## config.mk

```make
export PLATFORM = sky130hd
export DESIGN_NAME = prog_clk_divider
export DESIGN_NICKNAME = d
export VERILOG_FILES = /design/src/rtl/clk_div_pkg.sv /design/src/rtl/prog_clk_divider.sv
export SDC_FILE = /design/constraint.sdc
export NUM_CORES = 1
export LEC_CHECK = 0
export CORE_UTILIZATION = 57
export DETAILED_ROUTE_END_ITERATION = 12
export DONT_BUFFER_PORTS = 1
export HOLD_SLACK_MARGIN = 0.03
export PLACE_DENSITY = 0.7
export SLEW_MARGIN = 20
export SYNTH_ARGS = -nofsm -noshare
export SYNTH_HDL_FRONTEND = slang
export SYNTH_SLANG_ARGS = --single-unit
```

## constraint.sdc

```tcl
create_clock -name clk -period 6.8 [get_ports clk]
set_input_delay 1.02 -clock clk [delete_from_list [all_inputs] [get_ports clk]]
set_output_delay 1.02 -clock clk [all_outputs]
set_load 0.005 [all_outputs]
```

## src/rtl/clk_div_pkg.sv

```systemverilog
// Shared types and helpers for the programmable clock divider.
// Divisor widths up to 32 bits are supported by the helper function.
package clk_div_pkg;

    typedef enum logic [0:0] {
        IDLE = 1'b0,
        RUN  = 1'b1
    } div_state_e;

    localparam int unsigned MIN_DIV = 32'd1;

    // ceil(d/2) without forming d+1, so the maximum divisor cannot overflow
    function automatic logic [31:0] half_period(input logic [31:0] d);
        return (d >> 1) + {31'd0, d[0]};
    endfunction

endpackage

```

## src/rtl/prog_clk_divider.sv

```systemverilog
// Fully synchronous programmable clock divider with shadowed divisor.
// Produces a near-50% level, a last-cycle tick and a divisor-change handshake.
module prog_clk_divider
    import clk_div_pkg::*;
#(
    parameter int unsigned WIDTH     = 16,
    parameter int unsigned RESET_DIV = 8
) (
    input  logic             clk,
    input  logic             reset,
    input  logic             en,
    input  logic [WIDTH-1:0] div_in,
    input  logic             div_load,
    output logic             div_out,
    output logic             tick,
    output logic             div_ack,
    output logic             div_pending,
    output logic [WIDTH-1:0] div_active
);

    localparam logic [WIDTH-1:0] ONE_W   = {{(WIDTH-1){1'b0}}, 1'b1};
    localparam logic [WIDTH-1:0] MIN_D_W = WIDTH'(MIN_DIV);
    localparam logic [WIDTH-1:0] RST_D_W = WIDTH'(RESET_DIV);

    div_state_e       state_r;
    logic [WIDTH-1:0] p_r;
    logic [WIDTH-1:0] active_r;
    logic [WIDTH-1:0] shadow_r;
    logic             pending_r;
    logic             div_out_r;
    logic             tick_r;
    logic             ack_r;

    logic             start_s;
    logic             wrap_s;
    logic             boundary_s;
    logic             apply_s;
    logic [WIDTH-1:0] d_next_s;
    logic [WIDTH-1:0] p_next_s;
    logic [WIDTH-1:0] half_s;
    logic [WIDTH-1:0] load_val_s;

    // Period boundary detection, divisor selection and next-phase decode
    always_comb begin
        start_s    = 1'b0;
        wrap_s     = 1'b0;
        d_next_s   = active_r;
        p_next_s   = '0;
        load_val_s = div_in;

        start_s    = en && (state_r == IDLE);
        wrap_s     = en && (state_r == RUN) && (p_r == (active_r - ONE_W));
        boundary_s = start_s || wrap_s;
        // pending_r is the pre-edge flag, so a load on a boundary edge waits a period
        apply_s    = boundary_s && pending_r;

        if (apply_s) begin
            d_next_s = shadow_r;
        end else begin
            d_next_s = active_r;
        end

        if (boundary_s) begin
            p_next_s = '0;
        end else begin
            p_next_s = p_r + ONE_W;
        end

        half_s = WIDTH'(half_period(32'(d_next_s)));

        if (div_in == '0) begin
            load_val_s = MIN_D_W;
        end else begin
            load_val_s = div_in;
        end
    end

    // Run/idle FSM, phase counter, active divisor and registered output decode
    always_ff @(posedge clk or posedge reset) begin
        if (reset) begin
            state_r   <= IDLE;
            p_r       <= '0;
            active_r  <= RST_D_W;
            div_out_r <= 1'b0;
            tick_r    <= 1'b0;
            ack_r     <= 1'b0;
        end else begin
            case (state_r)
                IDLE:    state_r <= en ? RUN : IDLE;
                RUN:     state_r <= en ? RUN : IDLE;
                default: state_r <= IDLE;
            endcase

            if (en) begin
                p_r       <= p_next_s;
                active_r  <= d_next_s;
                div_out_r <= (p_next_s < half_s);
                tick_r    <= (p_next_s == (d_next_s - ONE_W));
                ack_r     <= apply_s;
            end else begin
                p_r       <= '0;
                div_out_r <= 1'b0;
                tick_r    <= 1'b0;
                ack_r     <= 1'b0;
            end
        end
    end

    // Shadow divisor: last load wins, cleared once applied
    always_ff @(posedge clk or posedge reset) begin
        if (reset) begin
            shadow_r  <= '0;
            pending_r <= 1'b0;
        end else begin
            if (div_load) begin
                shadow_r  <= load_val_s;
                pending_r <= 1'b1;
            end else if (apply_s) begin
                pending_r <= 1'b0;
            end else begin
                pending_r <= pending_r;
            end
        end
    end

    assign div_out     = div_out_r;
    assign tick        = tick_r;
    assign div_ack     = ack_r;
    assign div_pending = pending_r;
    assign div_active  = active_r;

endmodule

```

==> run_results.csv <==
group,metric,value,unit
outcome,outcome,"complete, no violations",
timing,period_needed,6.036,ns
place,hpwl,7971,µm
logic_synthesis,synth_ff_type,"dfrtp_1",
finish,final_nets,478,
floorplan,die_y,88.11,µm
critical_path,cpMaxStageDelayCell,"dfrtp_1",
logic_synthesis,synth_edf_count,0,
power_and_ir_drop,powerDensity,223.6,mW/mm²
timing,max_freq,165.7,MHz
finish,final_common_cell,"dfrtp_1",
critical_path,reg2reg_slack,0.76,ns
clocking,cts_tree,"done",
worst_hold_path,hold_class,"reg2reg",
power_and_ir_drop,p_int,608.6,µW
job,maxCapViolCount,0,
power_and_ir_drop,power_frac_comb,31.5,%
global_routing,track_usage,29.12,%
floorplan,die_x,88.11,µm
critical_path,critPathRequiredTime,6.99,ns
critical_path,crit_path_end_kind,"register",
finish,final_cell_mix,"52 x dfrtp_1, 41 x xnor2_1, 30 x nor2_1",
place,gp_congestion,0.8861,
logic_synthesis,syn_inst,455,
critical_path,cp_top_family,"compound AO/OA/AOI/OAI gates",
worst_hold_path,whs_path_depth,1,
critical_path,critPathKind,"reg2reg",
routing,firstDrtPassIters,5,
timing,setup-tns-final,0,ns
clocking,clk_pin_slew_worst_paths,0.10,ns
floorplan,initial_core_util,58.58,%
clocking,cts-resized-gates,0,
critical_path,r2r-end,"div_out",
timing,finalHoldViolCount,0,
logic_synthesis,synth_seq_cells,53,
logic_synthesis,syn_nets,493,
critical_path,cp_slowest_stage_delay,0.52,ns
finish,drive_gt1_share,12.24,%
critical_path,reg2reg_from,"div_active[0]",
logic_synthesis,ys_types,68,
critical_path,reg2reg_depth,26,
routing,vias,3322,
global_routing,grt_pass1_wl,17020,µm
timing,fin_skew,0.006358,ns
floorplan,dieArea,0.007763,mm²
clocking,cts_max_level,2,
place,place.port_buffers,0,
worst_hold_path,worst_hold_path.endpoint,"shadow_r[15]",
logic_synthesis,syn_area_per_cell,9.289,µm²
global_routing,grt_pass1_vias,3350,
power_and_ir_drop,p_leak,1.778,nW
timing,finalMaxSlewViolations,0,
power_and_ir_drop,clockPowerShare,23.4,%
clocking,clkSinkCount,53,
power_and_ir_drop,p_sw,364.0,µW
timing,finalCritPeriodShare,88.76,%
critical_path,cp-start-kind,"register",
finish,area_growth,2.901,%
logic_synthesis,synthArstFlopShare,100.0,%
routing,wl_per_cell,19.20,µm
critical_path,critPathBufInv,3,
clocking,clockRootBuffer,"clkbuf_8",
floorplan,fp.coreArea,0.007214,mm²
logic_synthesis,yosysWarningCount,0,
routing,drt_iter0_drc,278,
place,dpl-instance-area,0.004229,mm²
critical_path,worst_path_most_repeated_cell,"a21o_1",
critical_path,path_max_fanout,38,
clocking,cts_setup_buffers,0,
routing,antenna_left,0,
clocking,ctsLongestPathBuffers,2,
global_routing,grt_max_degree,54,
timing,setup_viol,0,
worst_hold_path,hold_start,"shadow_r[15]",
clocking,cts_buffers,5,
logic_synthesis,ys_seq_area_share,31.41,%
floorplan,rows,31,
place,post-place-ws,0.8913,ns
global_routing,overflow,0,
clocking,clock_latency,0.31,ns
timing,timing.slew.headroom,45.73,%
timing,tightest_slew,0.8124,ns
timing,rsz0062_at_grt,"no",
finish,n_antenna_cell,0,
clocking,hold_buffers,0,
power_and_ir_drop,ir_drop,0.0001261,V
timing,setup_ws,0.7641,ns
routing,via_per_inst,6.152,
routing,drc,0,
power_and_ir_drop,seq_power_share,45.2,%
routing,wirelength,10370,µm
global_routing,grt_antenna_before_repair,0,
floorplan,ios,40,
logic_synthesis,synth_area,0.004227,mm²
finish,final_cell_area,0.004349,mm²
power_and_ir_drop,p_sw_share,37.42,%
critical_path,cp_data_arrival_time,6.23,ns
[area by class of cell]
class / count / area, µm²
fillers: 673 / 2865
clock inverters: 2 / 37.54
clock buffers: 6 / 82.58
well taps: 99 / 123.9
flip-flops and latches: 53 / 1328
multi-input cells: 358 / 2681
inverters: 19 / 73.82
repair buffers: 3 / 22.52
[through the flow]
step	hold slack [ns]	power, mW	instances	utilization (%)
floorplan	0.4805	0.6731	455	-
global placement	0.5092	0.7396	532	58.58
detailed placement	0.5150	0.7471	532	58.62
CTS	0.5353	0.9749	540	60.28
global route	0.5507	1.027	540	60.28
finish	0.5361	0.9726	540	60.28
[logic make-up (layout without fill, tap and decap cells)]
| group | count (synthesis) | count (layout) | share of synthesized area, % |
|---|---|---|---|
| AOI/OAI and AO/OA | 59 | 59 | 10.27 |
| muxes | 45 | 45 | 11.96 |
| adders and majority gates | 18 | 18 | 5.329 |
| xor gates and xnor gates | 64 | 64 | 13.26 |
| and+or+nand+nor | 172 | 172 | 22.62 |
| DFF | 53 | 53 | 31.41 |
| buffers and inverters | 44 | 30 | 5.151 |
[power groups by stage]
stage               sequential, mW  clock, mW  combinational, mW
floorplan                    0.386          0              0.287
global placement             0.441          0              0.298
detailed placement           0.444          0              0.303
CTS                          0.437      0.232              0.306
global route                 0.447      0.243              0.337
finish                       0.439      0.227              0.306
[metal layers]
metal,share of wire (%),GRT usage (%)
met3,5.5,4.336
met5,0,0
met2,46,45.53
met4,2.4,10.26
met1,46,41.21
[how the worst max path moves through the flow]
stage | from | end | slack, ns | depth (start not counted)
after floorplan | div_active[0] | div_out | 1.06 | 29
after global placement | div_active[0] | div_out | 1.10 | 26
after detailed placement | div_active[0] | div_out | 0.89 | 26
after CTS | div_active[0] | div_out | 0.83 | 26
after global routing | div_active[0] | div_out | 0.26 | 26
final | div_active[0] | div_out | 0.76 | 26
[synthesized netlist by cell type (all sizes together), types with 10 or more instances]
cell	n	area [µm²]
inv	19	71.32
mux2	25	285.3
nand2	29	108.9
clkbuf	15	57.55
o21ai	16	80.07
buf	10	88.84
mux2i	19	193.9
and2	18	112.6
dfrtp	52	1301
xnor2	41	359.1
nand3	20	100.1
ha	18	225.2
nor3	16	96.35
nor2	32	130.1
xor2	23	201.4
[flip-flops by register name (all words and copies together) (netlist names)]
| signal | cells |
|---|---|
| div_active | 16 |
| p_r | 16 |
| shadow_r | 16 |
| div_ack | 1 |
| div_out | 1 |
| div_pending | 1 |
| state_r | 1 |
| tick | 1 |
Note: power is estimated with default switching activity, not from simulation.
==> edit (same settings) <==
The parameter `WIDTH` goes from 16 to 32.
--- a/src/rtl/prog_clk_divider.sv
+++ b/src/rtl/prog_clk_divider.sv
@@ -3,7 +3,7 @@
 module prog_clk_divider
     import clk_div_pkg::*;
 #(
-    parameter int unsigned WIDTH     = 16,
+    parameter int unsigned WIDTH     = 32,
     parameter int unsigned RESET_DIV = 8
 ) (
     input  logic             clk,
Ports: changed (resized div_active and div_in); port bits go from 40 to 72. The function was not compared with the original's and may differ.
==> edit against the original RTL <==
- setup slack worse by 410 ps
- critical path depth is 3 lower
- final area is 110% higher
- routed wire length grew to 2.5 times the old value
- sequential power is 80% higher
- sequential cell count is 48 higher
- clock power is 130% higher
- total power is 110% higher
- synthesized area is 100% higher
- critical path type unchanged
- largest cell class unchanged
- highest routed layer unchanged
==> edit: results (changes against the original RTL) <==
- Outcome: finished clean
- Via density: 6.45 (+4.9%)
- Synth Area in Adders: 4.93% (-0.40 points)
- Worst-case reg-to-reg path depth: 23 (-12%)
- CTS clk-pin slew, worst paths: 80 ps (-20 ps)
- H-tree depth: 3 (+1)
- Pre-antenna DRT Iters: 7 (+2)
- Proportion of synthesized area in mux cells: 9.19% (-2.8 points)
- Final WL: 26.3 mm (+150%)
- Worst Clk Skew: 15.2 ps (+8.80 ps)
- Max incr delay on CP: 570 ps (+50 ps)
- GP Congestion: 0.977 (+10%)
- Global Route Usage Sum: 34.7% (+5.6 points)
- First DRT Iteration DRCs: 871 (+210%)
- CTS root buf: clkbuf_16
- Vias in the first global route: 7257 (+120%)
- Top post-synthesis cells by area: dfrtp_1 29%, xnor2_1 8.4%, ha_1 4.9%, mux2i_1 4.8%, nor2_1 4.5%
- Slew Limit Headroom: 44.7% (-0.99 points)
- Leakage: 3.79 nW (+110%)
- Slowest cell on crit path: or4_4
- Layout fillers: 1289 (+92%)
- Post-synthesis sequential area ratio: 29.3% (-2.1 points)
- Post-synth top cells: 104 x nor2_1, 100 x dfrtp_1, 86 x nand2_1
- Largest net degree at the start of global routing: 63 (+17%)
- Hold WS: 528 ps (-8.55 ps)
- CP Data Arrival Time: 6710 ps (+480 ps)
- Syn Nets: 1090 (+120%)
- Largest delay contributor family on the critical path: simple AND/OR/NAND/NOR gates
- Global-route wire length before repair: 41.5 mm (+140%)
- Fraction of layout cells with a size suffix above 1: 11.8% (-0.40 points)
- Yosys cell types: 83 (+22%)
- Num CTS Buffers: 9 (+4)
- DRC: 0 (unchanged)
- Post-Synth XOR/XNOR Area: 12.9% (-0.38 points)
- Synth-to-layout area growth: 6.56%
- Maximum vdd drop: 0.221 mV (+76%)
- Dpl hpwl: 20.6 mm (+160%)
- Worst skew pair latency: 370 ps (+60 ps)
- Synth Area in Compound Gates: 12.3% (+2.0 points)
- Worst Path Max Fanout: 28 (-26%)
## edit: per-layer routing
layer  vias to the layer above  routed length, um  track usage [%]
met5                         -                  0                0
met4                         0               1000             15.7
met1                      3644              11700             52.3
met3                        57               3090             7.45
met2                       405              10500             47.1
li1                       3619                  -                -
## edit: how the worst min path moves through the flow
stage / start / endpoint / cells past startpoint
2_1_floorplan: shadow_r[30] / shadow_r[30] / 1
3_3_place_gp: shadow_r[31] / shadow_r[31] / 1
3_5_place_dp: shadow_r[31] / shadow_r[31] / 1
4_1_cts: shadow_r[31] / shadow_r[31] / 1
5_1_grt: shadow_r[31] / shadow_r[31] / 1
6_report: shadow_r[31] / shadow_r[31] / 1
## edit: power by group
group,internal [mW],switching [mW],leakage [nW]
registers,0.660,0.130,1.27
clock network,0.259,0.269,0.146
logic,0.283,0.412,2.38
## edit: final cells by class
type / count / area [sq um] / share of cell area [%]
inverter: 35 / 136 / 1.48
timing repair buffer: 37 / 290 / 3.15
multi-input combinational: 824 / 5730 / 62.2
tap: 184 / 230 / 2.50
clock buffer: 9 / 225 / 2.45
sequential: 101 / 2530 / 27.5
clock inverter: 7 / 65.1 / 0.707
## edit: through the flow
stage	utilization (%)	std cells	setup WS [ps]	instance area, sq um
finish	62.8	1197	350	9200
global placement	60.4	1177	212	8850
detailed placement	60.4	1177	19.9	8850
global route	62.8	1197	42.4	9200
floorplan	-	1020	48.0	8640
CTS	62.6	1196	67.2	9160
## edit: repair_timing
action                                  CTS  global route
pin swaps                                 1             1
gates cloned                              0             0
resized for setup                         0             7
hold buffers                              0             0
endpoints found under the setup margin    1             1
buffers inserted                          3             1
